## config.mk

```make
export PLATFORM = sky130hd
export DESIGN_NAME = key_debounce
export DESIGN_NICKNAME = d
export VERILOG_FILES = /design/src/rtl/key_debounce_pkg.sv /design/src/rtl/key_debounce_ch.sv /design/src/rtl/key_debounce.sv
export SDC_FILE = /design/constraint.sdc
export NUM_CORES = 1
export LEC_CHECK = 0
export CAP_MARGIN = 25
export CORE_MARGIN = 10
export CORE_UTILIZATION = 30
export CTS_CLUSTER_DIAMETER = 80
export DETAILED_ROUTE_END_ITERATION = 12
export PLACE_DENSITY = 0.44
export REMOVE_ABC_BUFFERS = 1
export SLEW_MARGIN = 20
export SYNTH_ARGS = -nofsm -noshare
export SYNTH_HDL_FRONTEND = slang
export SYNTH_SLANG_ARGS = --single-unit
```

## constraint.sdc

```tcl
create_clock -name clk -period 5.3 [get_ports clk]
set_input_delay 1.06 -clock clk [delete_from_list [all_inputs] [get_ports clk]]
set_output_delay 1.06 -clock clk [all_outputs]
set_load 0.03 [all_outputs]
```

## src/rtl/key_debounce_pkg.sv

```systemverilog
// Shared definitions for the key debouncer: channel state encodings,
// key index constants used by the stopwatch controller, and a width helper.
package key_debounce_pkg;

    typedef enum logic [1:0] {
        IDLE         = 2'b00,
        PRESS_WAIT   = 2'b01,
        PRESSED      = 2'b10,
        RELEASE_WAIT = 2'b11
    } key_state_e;

    localparam int KEY_START  = 0;
    localparam int KEY_PAUSE  = 1;
    localparam int KEY_RECORD = 2;
    localparam int KEY_LOAD   = 3;

    // Bits needed to hold values 0..max_val, never less than one.
    function automatic int cnt_width(input int max_val);
        return (max_val < 1) ? 1 : $clog2(max_val + 1);
    endfunction

endpackage

```

## src/rtl/key_debounce_ch.sv

```systemverilog
// One key channel: two-flop synchronizer, sample-tick debounce FSM and
// registered level/press/release outputs; auto-repeat when KEY_REPEAT_EN is defined.
module key_debounce_ch
    import key_debounce_pkg::*;
#(
    parameter int DEB_SAMPLES   = 20
`ifdef KEY_REPEAT_EN
    ,
    parameter int REPEAT_DELAY  = 500,
    parameter int REPEAT_PERIOD = 100
`endif
) (
    input  logic clk,
    input  logic rst_n,
    input  logic tick_i,
    input  logic key_raw_n_i,
    output logic level_o,
    output logic press_o,
    output logic release_o
);

    localparam int CW = cnt_width(DEB_SAMPLES);
    localparam logic [CW-1:0] CNT_ONE    = CW'(1);
    localparam logic [CW-1:0] CNT_ACCEPT = CW'(DEB_SAMPLES - 1);

`ifdef KEY_REPEAT_EN
    localparam int HW = cnt_width((REPEAT_DELAY > REPEAT_PERIOD) ? REPEAT_DELAY : REPEAT_PERIOD);
    localparam logic [HW-1:0] HOLD_ONE    = HW'(1);
    localparam logic [HW-1:0] HOLD_DELAY  = HW'(REPEAT_DELAY);
    localparam logic [HW-1:0] HOLD_PERIOD = HW'(REPEAT_PERIOD);

    logic [HW-1:0] hold_q;
    logic          repeating_q;
`endif

    logic [1:0]    sync_q;
    key_state_e    state_q;
    logic [CW-1:0] cnt_q;
    logic          level_q;
    logic          press_q;
    logic          release_q;
    logic          key_s;

    assign key_s     = ~sync_q[1];
    assign level_o   = level_q;
    assign press_o   = press_q;
    assign release_o = release_q;

    // NOTE: all state here uses non-blocking assignment so every flop samples pre-edge values.
    always_ff @(posedge clk or negedge rst_n) begin
        if (!rst_n) begin
            // NOTE: synchronizer resets to the released pin level (1), not 0, so reset never fakes a press.
            sync_q    <= 2'b11;
            state_q   <= IDLE;
            cnt_q     <= '0;
            level_q   <= 1'b0;
            press_q   <= 1'b0;
            release_q <= 1'b0;
`ifdef KEY_REPEAT_EN
            hold_q      <= '0;
            repeating_q <= 1'b0;
`endif
        end else begin
            sync_q    <= {sync_q[0], key_raw_n_i};
            press_q   <= 1'b0;
            release_q <= 1'b0;
            if (tick_i) begin
                unique case (state_q)
                    IDLE, PRESS_WAIT: begin
                        if (!key_s) begin
                            state_q <= IDLE;
                            cnt_q   <= '0;
                        end else if (DEB_SAMPLES <= 1 || (state_q == PRESS_WAIT && cnt_q >= CNT_ACCEPT)) begin
                            state_q <= PRESSED;
                            cnt_q   <= '0;
                            level_q <= 1'b1;
                            press_q <= 1'b1;
`ifdef KEY_REPEAT_EN
                            hold_q      <= '0;
                            repeating_q <= 1'b0;
`endif
                        end else begin
                            state_q <= PRESS_WAIT;
                            cnt_q   <= (state_q == IDLE) ? CNT_ONE : cnt_q + CNT_ONE;
                        end
                    end
                    PRESSED, RELEASE_WAIT: begin
                        if (key_s) begin
                            // Bounce back into PRESSED keeps the hold counter where it froze.
                            state_q <= PRESSED;
                            cnt_q   <= '0;
`ifdef KEY_REPEAT_EN
                            if (state_q == PRESSED) begin
                                if (hold_q + HOLD_ONE == (repeating_q ? HOLD_PERIOD : HOLD_DELAY)) begin
                                    hold_q      <= '0;
                                    repeating_q <= 1'b1;
                                    press_q     <= 1'b1;
                                end else begin
                                    hold_q <= hold_q + HOLD_ONE;
                                end
                            end
`endif
                        end else if (DEB_SAMPLES <= 1 || (state_q == RELEASE_WAIT && cnt_q >= CNT_ACCEPT)) begin
                            state_q   <= IDLE;
                            cnt_q     <= '0;
                            level_q   <= 1'b0;
                            release_q <= 1'b1;
                        end else begin
                            state_q <= RELEASE_WAIT;
                            cnt_q   <= (state_q == PRESSED) ? CNT_ONE : cnt_q + CNT_ONE;
                        end
                    end
                endcase
            end
        end
    end

endmodule

```

## src/rtl/key_debounce.sv

```systemverilog
// Key debouncer top: shared sample-tick prescaler plus KEY_NUM independent channels.
// Optional auto-repeat of key_press is enabled by defining KEY_REPEAT_EN.
module key_debounce
    import key_debounce_pkg::*;
#(
    parameter int KEY_NUM       = 4,
    parameter int CLK_FREQ_HZ   = 50000000,
    parameter int SAMPLE_HZ     = 1000,
    parameter int DEB_SAMPLES   = 20
`ifdef KEY_REPEAT_EN
    ,
    parameter int REPEAT_DELAY  = 500,
    parameter int REPEAT_PERIOD = 100
`endif
) (
    input  logic               clk,
    input  logic               rst_n,
    input  logic [KEY_NUM-1:0] key_raw_n,
    output logic [KEY_NUM-1:0] key_level,
    output logic [KEY_NUM-1:0] key_press,
    output logic [KEY_NUM-1:0] key_release,
    output logic               sample_tick
);

    localparam int DIV = CLK_FREQ_HZ / SAMPLE_HZ;
    localparam int PW  = cnt_width(DIV - 1);
    localparam logic [PW-1:0] PRESC_LAST = PW'(DIV - 1);
    localparam logic [PW-1:0] PRESC_ONE  = PW'(1);

    logic [PW-1:0] presc_q;

    always_ff @(posedge clk or negedge rst_n) begin
        if (!rst_n) begin
            presc_q <= '0;
        end else begin
            presc_q <= (presc_q == PRESC_LAST) ? '0 : presc_q + PRESC_ONE;
        end
    end

    // Exported for the display scan, so it is decoded straight from the free-running count.
    assign sample_tick = (presc_q == PRESC_LAST);

    for (genvar k = 0; k < KEY_NUM; k++) begin : g_ch
        key_debounce_ch #(
            .DEB_SAMPLES   (DEB_SAMPLES)
`ifdef KEY_REPEAT_EN
            ,
            .REPEAT_DELAY  (REPEAT_DELAY),
            .REPEAT_PERIOD (REPEAT_PERIOD)
`endif
        ) u_ch (
            .clk         (clk),
            .rst_n       (rst_n),
            .tick_i      (sample_tick),
            .key_raw_n_i (key_raw_n[k]),
            .level_o     (key_level[k]),
            .press_o     (key_press[k]),
            .release_o   (key_release[k])
        );
    end

endmodule
```

# == Word-level counts from Yosys, hierarchy flattened ==
# Cells that the tools add are included.
# classes
multipliers,0
n_lt_le_gt_ge,4
n_addsub,5
shift,0
muxes,101
div_mod_pow,0
n_eq_ne,29
bitwise_logic,0
reduce_logical,24
# op_table
operator,count
2-to-1 mux 5 bit,24
2-to-1 mux 1 bit,48
case mux 5 bit (2 select lines),4
2-to-1 mux 2 bit,16
"inequality test 2 x 1 -> 1 bit, second input constant",12
"adder 5 x 1 -> 5 bit, second input constant",4
"greater-or-equal comparator 5 bit, second input constant",4
AND reduction 5 bit,4
"adder 16 x 1 -> 16 bit, second input constant",1
"equality test 16 bit, second input constant",1
"equality test 2 bit, second input constant",8
2-to-1 mux 16 bit,1
case mux 2 bit (2 select lines),4
OR reduction 2 bit,8
"equality test 2 x 1 -> 1 bit, second input constant",4
logical AND 1 bit,8
zero test 2 bit,4
"inequality test 2 bit, second input constant",4
case mux 1 bit (2 select lines),4
# word_totals
input_bits,6
mem_bits_rw,0
mem_count,0
reg_bits,64
out_inout_bits,13
latchBits,0
rom_bits,0
wordCells,188

# == Depth between registers and ports, before layout ==
# Gate-level depths: netlist of run 1.
# logic_depth
word_depth,6
depth_mapped,8
ltp_nobuf,6

# == Modules after synthesis ==
# Synthesis of run 1 repeated with hierarchy kept, for this count alone.
# hier_totals
cells_unflattened,276
area_unflattened_um2,2989.1
# modules_own_cells
mod,instances,area_each_um2,cells_per_inst,seq_area_each_um2
key_debounce_ch (g_ch[1].u_ch ...),3,549.3,52,302.8
key_debounce,1,762.0,67,400.4
key_debounce_ch (g_ch[0].u_ch),1,579.3,53,302.8

# == Worst setup path after synthesis of run 1 ==
# OpenSTA, ideal clock, no wires.
# synth_path
kind,reg-to-output
start,register presc_q[0]
end,output port sample_tick
path_buffers,2
stages_incl_launch_ff,7
path_slack_ns,2.819
t_arrival_ns,1.421
required_time_ns,4.240
path_cell_list,dfrtp_1 > ha_1 > and3_1 > buf_2 > nand4_4 > clkinv_1 > buf_2
# synth_via
elab_chain_len,1
# synth_lines
item,line_no,text
"start, declared",key_debounce.sv:30,logic [PW-1:0] presc_q;
"start signal, assigned",key_debounce.sv:36,presc_q <= (presc_q == PRESC_LAST) ? '0 : presc_q + PRESC_ONE;
equality test 16 bit,key_debounce.sv:41,assign sample_tick = (presc_q == PRESC_LAST);
"end, declared",key_debounce.sv:22,output logic sample_tick
# No other way between the ends.

# == Worst setup path after layout of run 1 ==
# Same ends and word-level chain as after synthesis.

==> results of run 1 <==
-- critical path, delay by kind of cell, from the launching register on --
kind	cells	cell delay, ns
fa+ha+maj	1	0.21
simple gates	2	0.78
buf+inv	3	1.22
flops	1	0.40
-- path summary, 6_finish.rpt --
check	startpoint	end	slack, ns	cells past startpoint
worst max register to register	presc_q[0]$_DFF_PN0_	g_ch[3].u_ch.level_o$_DFFE_PN0P_	2.77	7
worst min-delay path	g_ch[3].u_ch.sync_q[0]$_DFF_PN1_	g_ch[3].u_ch.sync_q[1]$_DFF_PN1_	0.36	0
min in group asynchronous	rst_n	presc_q[7]$_DFF_PN0_	0.75	1
max in group asynchronous	rst_n	g_ch[0].u_ch.sync_q[1]$_DFF_PN1_	3.62	2
worst max-delay path	presc_q[0]$_DFF_PN0_	sample_tick	1.26	6
worst min register to register	g_ch[3].u_ch.sync_q[0]$_DFF_PN1_	g_ch[3].u_ch.sync_q[1]$_DFF_PN1_	0.36	0
-- where the power goes --
group	switching (mW)	total (mW)	internal [mW]
clock network	0.183	0.461	0.278
registers	0.00255	0.497	0.494
logic	0.0111	0.0155	0.00444
-- kinds of logic after synthesis --
group	count (synthesis)	share of synthesized area
and+or+nand+nor	100	0.179
AOI/OAI and AO/OA	62	0.147
adders and majority gates	5	0.0210
DFF	64	0.541
buffers and inverters	30	0.0588
xor gates and xnor gates	18	0.0529
-- layer usage --
layer,share of wire,GRT usage,up-vias
met5,0,0,-
met4,0.016,0.0475,0
met3,0.035,0.0230,8
met2,0.46,0.128,19
met1,0.49,0.107,1017
li1,-,-,1012
-- flip-flops by register name, indices dropped and copies added, names as in the netlist --
register,cells
g_ch.u_ch.state_q,8
g_ch.u_ch.level_o,4
g_ch.u_ch.cnt_q,20
g_ch.u_ch.release_o,4
g_ch.u_ch.press_o,4
presc_q,16
g_ch.u_ch.sync_q,8
-- metrics by stage --
| step | cell area [um^2] | instances | utilization |
|---|---|---|---|
| detailed placement | 3200 | 413 | 0.329 |
| floorplan | 2850 | 260 | - |
| global route | 3420 | 429 | 0.351 |
| global placement | 3200 | 413 | 0.329 |
| finish | 3420 | 429 | 0.351 |
| CTS | 3420 | 429 | 0.351 |
-- layout by cell type (no fill, tap or decap), drive strengths merged --
cell	count
o31a	3
o31ai	7
nand3	16
o21ai	18
o21a	4
o211ai	4
a21oi	5
bufinv	2
a211o	5
nor4	6
dfrtp	56
clkdlybuf4s50	17
or3	1
nor3	2
o2bb2ai	3
buf	3
clkinv	2
or4	1
nor2	20
a21boi	4
xnor2	12
xor2	6
a41oi	4
a2111oi	4
and4bb	2
and4	1
and3	2
a21o	1
and2	1
nor4b	2
dfstp	8
ha	5
clkbuf	13
inv	10
nand4	5
nand3b	6
or2	1
nand2	34
-- area by class of cell --
type / instances / area [um^2]
fillers: 1020 / 6310
flip-flops and latches: 64 / 1610
multi-input cells: 185 / 1190
repair buffers: 20 / 190
well taps: 133 / 166
clock buffers: 13 / 149
clock inverters: 3 / 65.1
inverters: 11 / 41.3
==> results.yml, run 1 <==
cts:
  clk-insertion-delay-late_ns: 0.34
  cts-htree-levels: 3
  cts_made_buffers: 9
  root_buffer: "clkbuf_8"
  cts_hold_buf: 0
  cts.path.max_buffers: 2
  cts_tree: "done"
  post_cts_buffers: 0
  clock-sinks: 64
  clk_pin_slew_ns: 0.07
  cts.repair.resized: 0
route:
  routedWlPerCell_um: 13.1
  dr.pass1.iters: 4
  drt_iter0_markers: 53
  post-route-drc-count: 0
  drt-total-wl_um: 5620
  via_per_inst: 4.79
  vias: 2056
  postRouteAntennaNets: 0
grt:
  grt_max_degree: 38
  antenna_found_initial: 0
  grt_pass1_vias: 2119
  grtUsageTotal: 0.0846
  overflow: 0
  grt_pass1_wl_um: 9960
setup_path:
  slowest_delay_ns: 0.74
  cp_cell_sequence: "ha_1 > and3_1 > nand4_4 > clkinv_1 > buf_4 > clkdlybuf4s50_1"
  cp_slowest_cell: "clkdlybuf4s50_1"
  worstSetupStartpointType: "register"
  cp-end-kind: "output port"
  worstPathArrival_ns: 2.98
  critPathKind: "register to output port"
  required_ns: 4.24
  path_max_fanout: 37
sta:
  min_period_ns: 4.04
  rsz0062_at_grt: "no"
  worstMarginPinSlew_ns: 0.760
  worst_clock_skew_ns: 0.0101
  finalHoldViolCount: 0
  whs_ns: 0.355
  setup_viol: 0
  fin_tns_setup_ns: 0
  period_share: 0.762
  fin_ws_ns: 1.26
  maxSlewHeadroom: 0.480
  slew_violations: 0
  fmax_mhz: 247
outcome:
  outcome: "complete, no violations"
placed_design:
  port-buffer-count: 18
  dp_hpwl_um: 3670
  place_congestion: 0.760
  post-place-ws_ns: 1.57
floorplan:
  die_area_mm2: 0.0143
  num_rows: 36
  core_area_mm2: 0.00973
  die_y_um: 120
  die_w_um: 120
  io_pins: 19
  start_util: 0.306
power:
  peakVddDrop_uv: 105
  power_uw: 973
  leakagePower_nw: 1.42
  powerDensity_mw_per_mm2: 285
logic_synthesis:
  synth_top_cell_area_share: 0.470
  synth_area_mm2: 0.00298
  async_reset_ff_frac: 1.00
  ys_seq_area_frac: 0.541
  synth.largest_area_cell: "dfrtp_1"
  synth.distinct_cells: 41
  synth_edf_count: 0
  yosysMostFrequentCell: "dfrtp_1"
  synth-seq-cells: 64
  yosys_warnings: 0
  syn_avg_cell_area_um2: 10.7
  synth_top_flop_cell: "dfrtp_1"
  synthTopCellsByArea: "dfrtp_1 47%, dfstp_2 7.1%, nand2_1 4.3%"
  synthesis.instances: 279
  synth_commonest_cells: "56 x dfrtp_1, 34 x nand2_1, 20 x nor2_1"
run:
  cap_violations: 0
cells_and_area:
  n_antenna_cell: 0
  area_growth_pct: 14.7
  drive_gt1_frac: 0.108
  final_nets: 302
min_path:
  hold_path.class: "register to register"
(Power assumes the default switching activity.)
==> inputs of run 2 (changes only) <==
PLACE_DENSITY = 0.46   (was 0.44)
clock period = 3.5 ns   (was 5.3 ns; I/O delays follow)
==> run 2 against run 1 <==
Critical endpoint unchanged. Power grew 45%. Worst hold slack gained 0.0013 ns. Sequential share of layout area is the same. Combinational power grew 57%. Critical path depth shrank 1. Global-route usage shrank 0.47 points.
==> results.yml, run 2 (same netlist as run 1, synthesis figures left out) <==
power:
  power.share.clock: 0.452
  p_int_mw: 1.12
  seqPwrFrac: 0.531
  peakVddDrop_uv: 209
  combPwrFrac: 0.017
  netSwitchingFraction: 0.208
  powerDensity_mw_per_mm2: 414
  leakagePower_nw: 1.42
  switching_power_uw: 294
placed_design:
  port-buffer-count: 18
  place_inst: 415
  dp_hpwl_um: 3680
  dpl-instance-area_mm2: 0.00322
  place_congestion: 0.726
cells_and_area:
  drive_gt1_frac: 0.117
  postLayoutCellArea_mm2: 0.00342
  final_cell_mix: "56 x dfrtp_1, 34 x nand2_1, 20 x nor2_1"
  mostFrequentLayoutCell: "dfrtp_1"
  n_antenna_cell: 0
  largest_register_ffs: 20
  final_nets: 304
  top_register: "g_ch.u_ch.cnt_q"
  area_growth_pct: 14.7
  layout.cells.non_filler: 431
  finish.utilization: 0.351
  reg_top3: "g_ch.u_ch.cnt_q (20), presc_q (16)"
cts:
  cts-htree-levels: 3
  cts_tree: "done"
  root_buffer: "clkbuf_8"
  clock-sinks: 64
  clk_pin_slew_ns: 0.07
  cts.path.max_buffers: 2
  cts_hold_buf: 0
  cts_made_buffers: 9
  clk-insertion-delay-late_ns: 0.33
  post_cts_buffers: 0
  cts.repair.resized: 0
sta:
  setup_viol: 0
  fmax_mhz: 358
  whs_ns: 0.357
  worst_clock_skew_ns: 0.00514
  finalHoldViolCount: 0
  fin_tns_setup_ns: 0
  worstMarginPinSlew_ns: 0.749
  period_share: 0.798
  rsz0062_at_grt: "no"
  maxSlewHeadroom: 0.487
  slew_violations: 0
  min_period_ns: 2.79
setup_path:
  cp-end-kind: "output port"
  required_ns: 2.80
  critPathKind: "register to output port"
  worstPathArrival_ns: 2.09
  worstSetupStartpointType: "register"
  path_max_fanout: 4
route:
  postRouteAntennaNets: 0
  via_per_inst: 4.74
  dr.pass1.iters: 4
  drt-total-wl_um: 5440
  vias: 2044
  routedWlPerCell_um: 12.6
  post-route-drc-count: 0
  drt_iter0_markers: 50
floorplan:
  die_area_mm2: 0.0143
  start_util: 0.306
  die_w_um: 120
  core_area_mm2: 0.00973
  io_pins: 19
  num_rows: 36
  die_y_um: 120
grt:
  grt_pass1_vias: 2021
  antenna_found_initial: 0
  grt_pass1_wl_um: 9520
  overflow: 0
  grt_max_degree: 37
  grtUsageTotal: 0.0799
min_path:
  hold_path.class: "register to register"
outcome:
  outcome: "complete, no violations"
run:
  cap_violations: 0
## run 2: cell type report
class / instances / area [um^2]
timing repair buffer: 22 / 205
sequential: 64 / 1610
clock inverter: 3 / 40.0
clock buffer: 13 / 159
fill: 1023 / 6310
tap: 133 / 166
multi-input combinational: 185 / 1190
inverter: 11 / 41.3
## run 2: power groups by stage
stage | combinational, mW | clock, mW | sequential [mW]
after global placement | 0.0262 | 0 | 0.766
after global routing | 0.0285 | 0.699 | 0.752
after floorplan | 0.00315 | 0 | 0.765
after CTS | 0.0262 | 0.665 | 0.752
final | 0.0243 | 0.639 | 0.752
after detailed placement | 0.0263 | 0 | 0.766
## run 2: final timing paths
check / slack (ns) / depth (start not counted) / endpoint / startpoint
max reg2reg: 1.44 / 5 / g_ch[2].u_ch.level_o$_DFFE_PN0P_ / g_ch[2].u_ch.cnt_q[0]$_DFFE_PN0N_
max: 0.71 / 5 / sample_tick / presc_q[0]$_DFF_PN0_
min reg2reg: 0.36 / 0 / g_ch[1].u_ch.sync_q[1]$_DFF_PN1_ / g_ch[1].u_ch.sync_q[0]$_DFF_PN1_
max in group asynchronous: 2.30 / 2 / g_ch[0].u_ch.sync_q[0]$_DFF_PN1_ / rst_n
min: 0.36 / 0 / g_ch[1].u_ch.sync_q[1]$_DFF_PN1_ / g_ch[1].u_ch.sync_q[0]$_DFF_PN1_
min in group asynchronous: 0.43 / 1 / presc_q[5]$_DFF_PN0_ / rst_n
## run 2: metrics by stage
step / total power, mW / setup WS, ns
2_1_floorplan: 0.768 / 0.973
3_3_place_gp: 0.792 / 1.07
3_5_place_dp: 0.792 / 1.04
4_1_cts: 1.44 / 0.670
5_1_grt: 1.48 / 0.574
6_report: 1.42 / 0.709
## run 2: worst max-delay path: stages, from the launching register on
cell and delay (ns):
dfrtp_1 0.39, ha_1 0.21, and3_1 0.30, nand4_4 0.11, clkinv_1 0.08, clkdlybuf4s50_1 0.66
## run 2: metal layers
layer | vias up | global-route usage | wire [um]
met5 | - | 0 | 0
met2 | 22 | 0.123 | 2580
met3 | 5 | 0.0281 | 212
met1 | 1005 | 0.0983 | 2580
met4 | 0 | 0.0362 | 65
li1 | 1012 | - | -
==> inputs of run 3 (changes only) <==
clock period = 2.55 ns   (was 3.5 ns; I/O delays follow)
==> run 3 against run 2 <==
Non-clock buffer count shrank 1. Flip-flop and latch count did not move. Core utilization down 0.051 points. Global-route usage is 0.38 points higher. Register-to-register slack got worse by 0.98 ns. Final cell count shrank 0.23%. Largest cell class unchanged. Clock power rose by 33%. Largest power group unchanged. First-iteration DRC count increased by 24%. Clock skew rose by 0.0054 ns. Power up 35%. Sequential share of layout area increased by 0.069 points. Critical path type unchanged.
==> results.yml, run 3 (same netlist as run 1, synthesis figures left out) <==
sta:
  worstMarginPinSlew_ns: 0.760
  finalHoldViolCount: 0
  worst_clock_skew_ns: 0.0106
  slew_violations: 0
  min_period_ns: 2.33
  fmax_mhz: 429
  setup_viol: 0
  fin_tns_setup_ns: 0
  maxSlewHeadroom: 0.480
  period_share: 0.914
  rsz0062_at_grt: "no"
  whs_ns: 0.199
setup_path:
  required_ns: 2.04
  cp_slowest_cell: "dlygate4sd2_1"
  cp_cell_sequence: "ha_1 > and3_1 > nand4_4 > clkinv_1 > dlygate4sd2_1"
  reg2reg_from: "g_ch[0].u_ch.cnt_q[0]$_DFFE_PN0N_"
  cpLargestDelayFamily: "buffers and inverters"
  slowest_delay_ns: 0.40
  path_max_fanout: 4
  crit_start: "presc_q[0]$_DFF_PN0_"
  critPathKind: "register to output port"
  cp-end-kind: "output port"
  critPathBufInv: 2
  worstPathArrival_ns: 1.82
  worstSetupStartpointType: "register"
  rrSetupSlack_ns: 0.46
cells_and_area:
  final_cell_mix: "56 x dfrtp_1, 34 x nand2_1, 20 x nor2_1"
  fill_cells: 1011
  n_antenna_cell: 0
  largest_register_ffs: 20
  final_nets: 303
  mostFrequentLayoutCell: "dfrtp_1"
  drive_gt1_frac: 0.114
  top_register: "g_ch.u_ch.cnt_q"
  area_growth_pct: 14.5
  reg_top3: "g_ch.u_ch.cnt_q (20), presc_q (16)"
cts:
  clock-sinks: 64
  clk_pin_slew_ns: 0.07
  cts_made_buffers: 9
  cts-htree-levels: 3
  post_cts_buffers: 0
  cts.path.max_buffers: 2
  cts_tree: "done"
  root_buffer: "clkbuf_8"
  cts_hold_buf: 0
  clk-insertion-delay-late_ns: 0.33
min_path:
  hold_path.class: "input port to async pin"
floorplan:
  num_rows: 36
  die_w_um: 120
  core_area_mm2: 0.00973
  die_y_um: 120
  io_pins: 19
  die_area_mm2: 0.0143
  start_util: 0.306
outcome:
  outcome: "complete, no violations"
route:
  vias: 2036
  drt-total-wl_um: 5500
  via_per_inst: 4.73
  post-route-drc-count: 0
  drt_iter0_markers: 62
  dr.pass1.iters: 4
  postRouteAntennaNets: 0
  routedWlPerCell_um: 12.8
placed_design:
  dp_hpwl_um: 3530
  port-buffer-count: 18
  place_congestion: 0.727
power:
  powerDensity_mw_per_mm2: 561
  netSwitchingFraction: 0.210
  peakVddDrop_uv: 274
  seqPwrFrac: 0.539
  switching_power_uw: 402
  leakagePower_nw: 1.42
  p_int_mw: 1.51
  combPwrFrac: 0.018
  power.share.clock: 0.442
run:
  cap_violations: 0
grt:
  top_usage_layer: "met2"
  grt_pass1_vias: 2064
  grt_use_met2: 0.134
  overflow: 0
  grt_max_degree: 65
  grtUsageTotal: 0.0837
  use_met1: 0.0962
  grt_pass1_wl_um: 9870
  met3_usage: 0.0361
  antenna_found_initial: 0
==> run 3: cell count changes in the layout (fill, tap and decap cells not counted) <==
cell	before	now
dlygate4sd2_1	0	1
clkinv_2	2	3
buf_4	4	2
clkdlybuf4s50_1	17	16
clkbuf_8	11	10
buf_12	0	1
==> run 3: cell type report <==
type | instances | area (um^2) | area share
clock buffer | 12 | 145 | 0.0426
clock inverter | 4 | 45.0 | 0.0132
inverter | 11 | 41.3 | 0.0121
multi-input combinational | 185 | 1190 | 0.350
sequential | 64 | 1610 | 0.472
tap | 133 | 166 | 0.0488
timing repair buffer | 21 | 209 | 0.0613
==> run 3: metrics by stage <==
stage | worst slack [ns] | utilization | instances | instance area (um^2) | power [mW]
final | 0.220 | 0.351 | 430 | 3410 | 1.91
after floorplan | 0.0471 | - | 260 | 2850 | 1.05
after global placement | 0.329 | 0.331 | 414 | 3220 | 1.09
after global routing | 0.0708 | 0.351 | 430 | 3410 | 2.02
after CTS | 0.176 | 0.351 | 430 | 3410 | 1.96
after detailed placement | 0.314 | 0.331 | 414 | 3220 | 1.09
==> run 3: worst paths after layout <==
path	endpoint	depth (start not counted)
worst max-delay path	sample_tick	5
worst min-delay path	presc_q[12]$_DFF_PN0_	2
worst max register to register	g_ch[0].u_ch.cnt_q[2]$_DFFE_PN0N_	5
worst min register to register	g_ch[1].u_ch.sync_q[1]$_DFF_PN1_	0
max in group asynchronous	g_ch[2].u_ch.sync_q[1]$_DFF_PN1_	2
min in group clk	g_ch[1].u_ch.sync_q[1]$_DFF_PN1_	0
==> run 3: timing repair <==
item	in CTS	in global routing
endpoints found under the hold margin	0	0
gates resized for setup	1	0
setup endpoints to repair	1	0
==> run 3: metal layers <==
| metal | share of wire | routed length, um | up-vias |
|---|---|---|---|
| met5 | 0 | 0 | - |
| met4 | 0.014 | 75 | 0 |
| met3 | 0.046 | 251 | 6 |
| met2 | 0.48 | 2670 | 24 |
| met1 | 0.46 | 2510 | 993 |
| li1 | - | - | 1013 |
==> run 3: power groups by stage <==
stage / clock network, mW / registers [mW] / logic [mW]
3_3_place_gp: 0 / 1.05 / 0.0377
5_1_grt: 0.942 / 1.03 / 0.0408
3_5_place_dp: 0 / 1.05 / 0.0374
6_report: 0.847 / 1.03 / 0.0349
4_1_cts: 0.890 / 1.03 / 0.0373
2_1_floorplan: 0 / 1.05 / 0.00432
==> run 3: worst register-to-register path, stage by stage, from the launching register on <==
cell,delay [ns]
dfrtp_1,0.43
ha_1,0.26
a2111oi_0,0.68
o211ai_1,0.30
o21ai_0,0.22
o2bb2ai_1,0.13
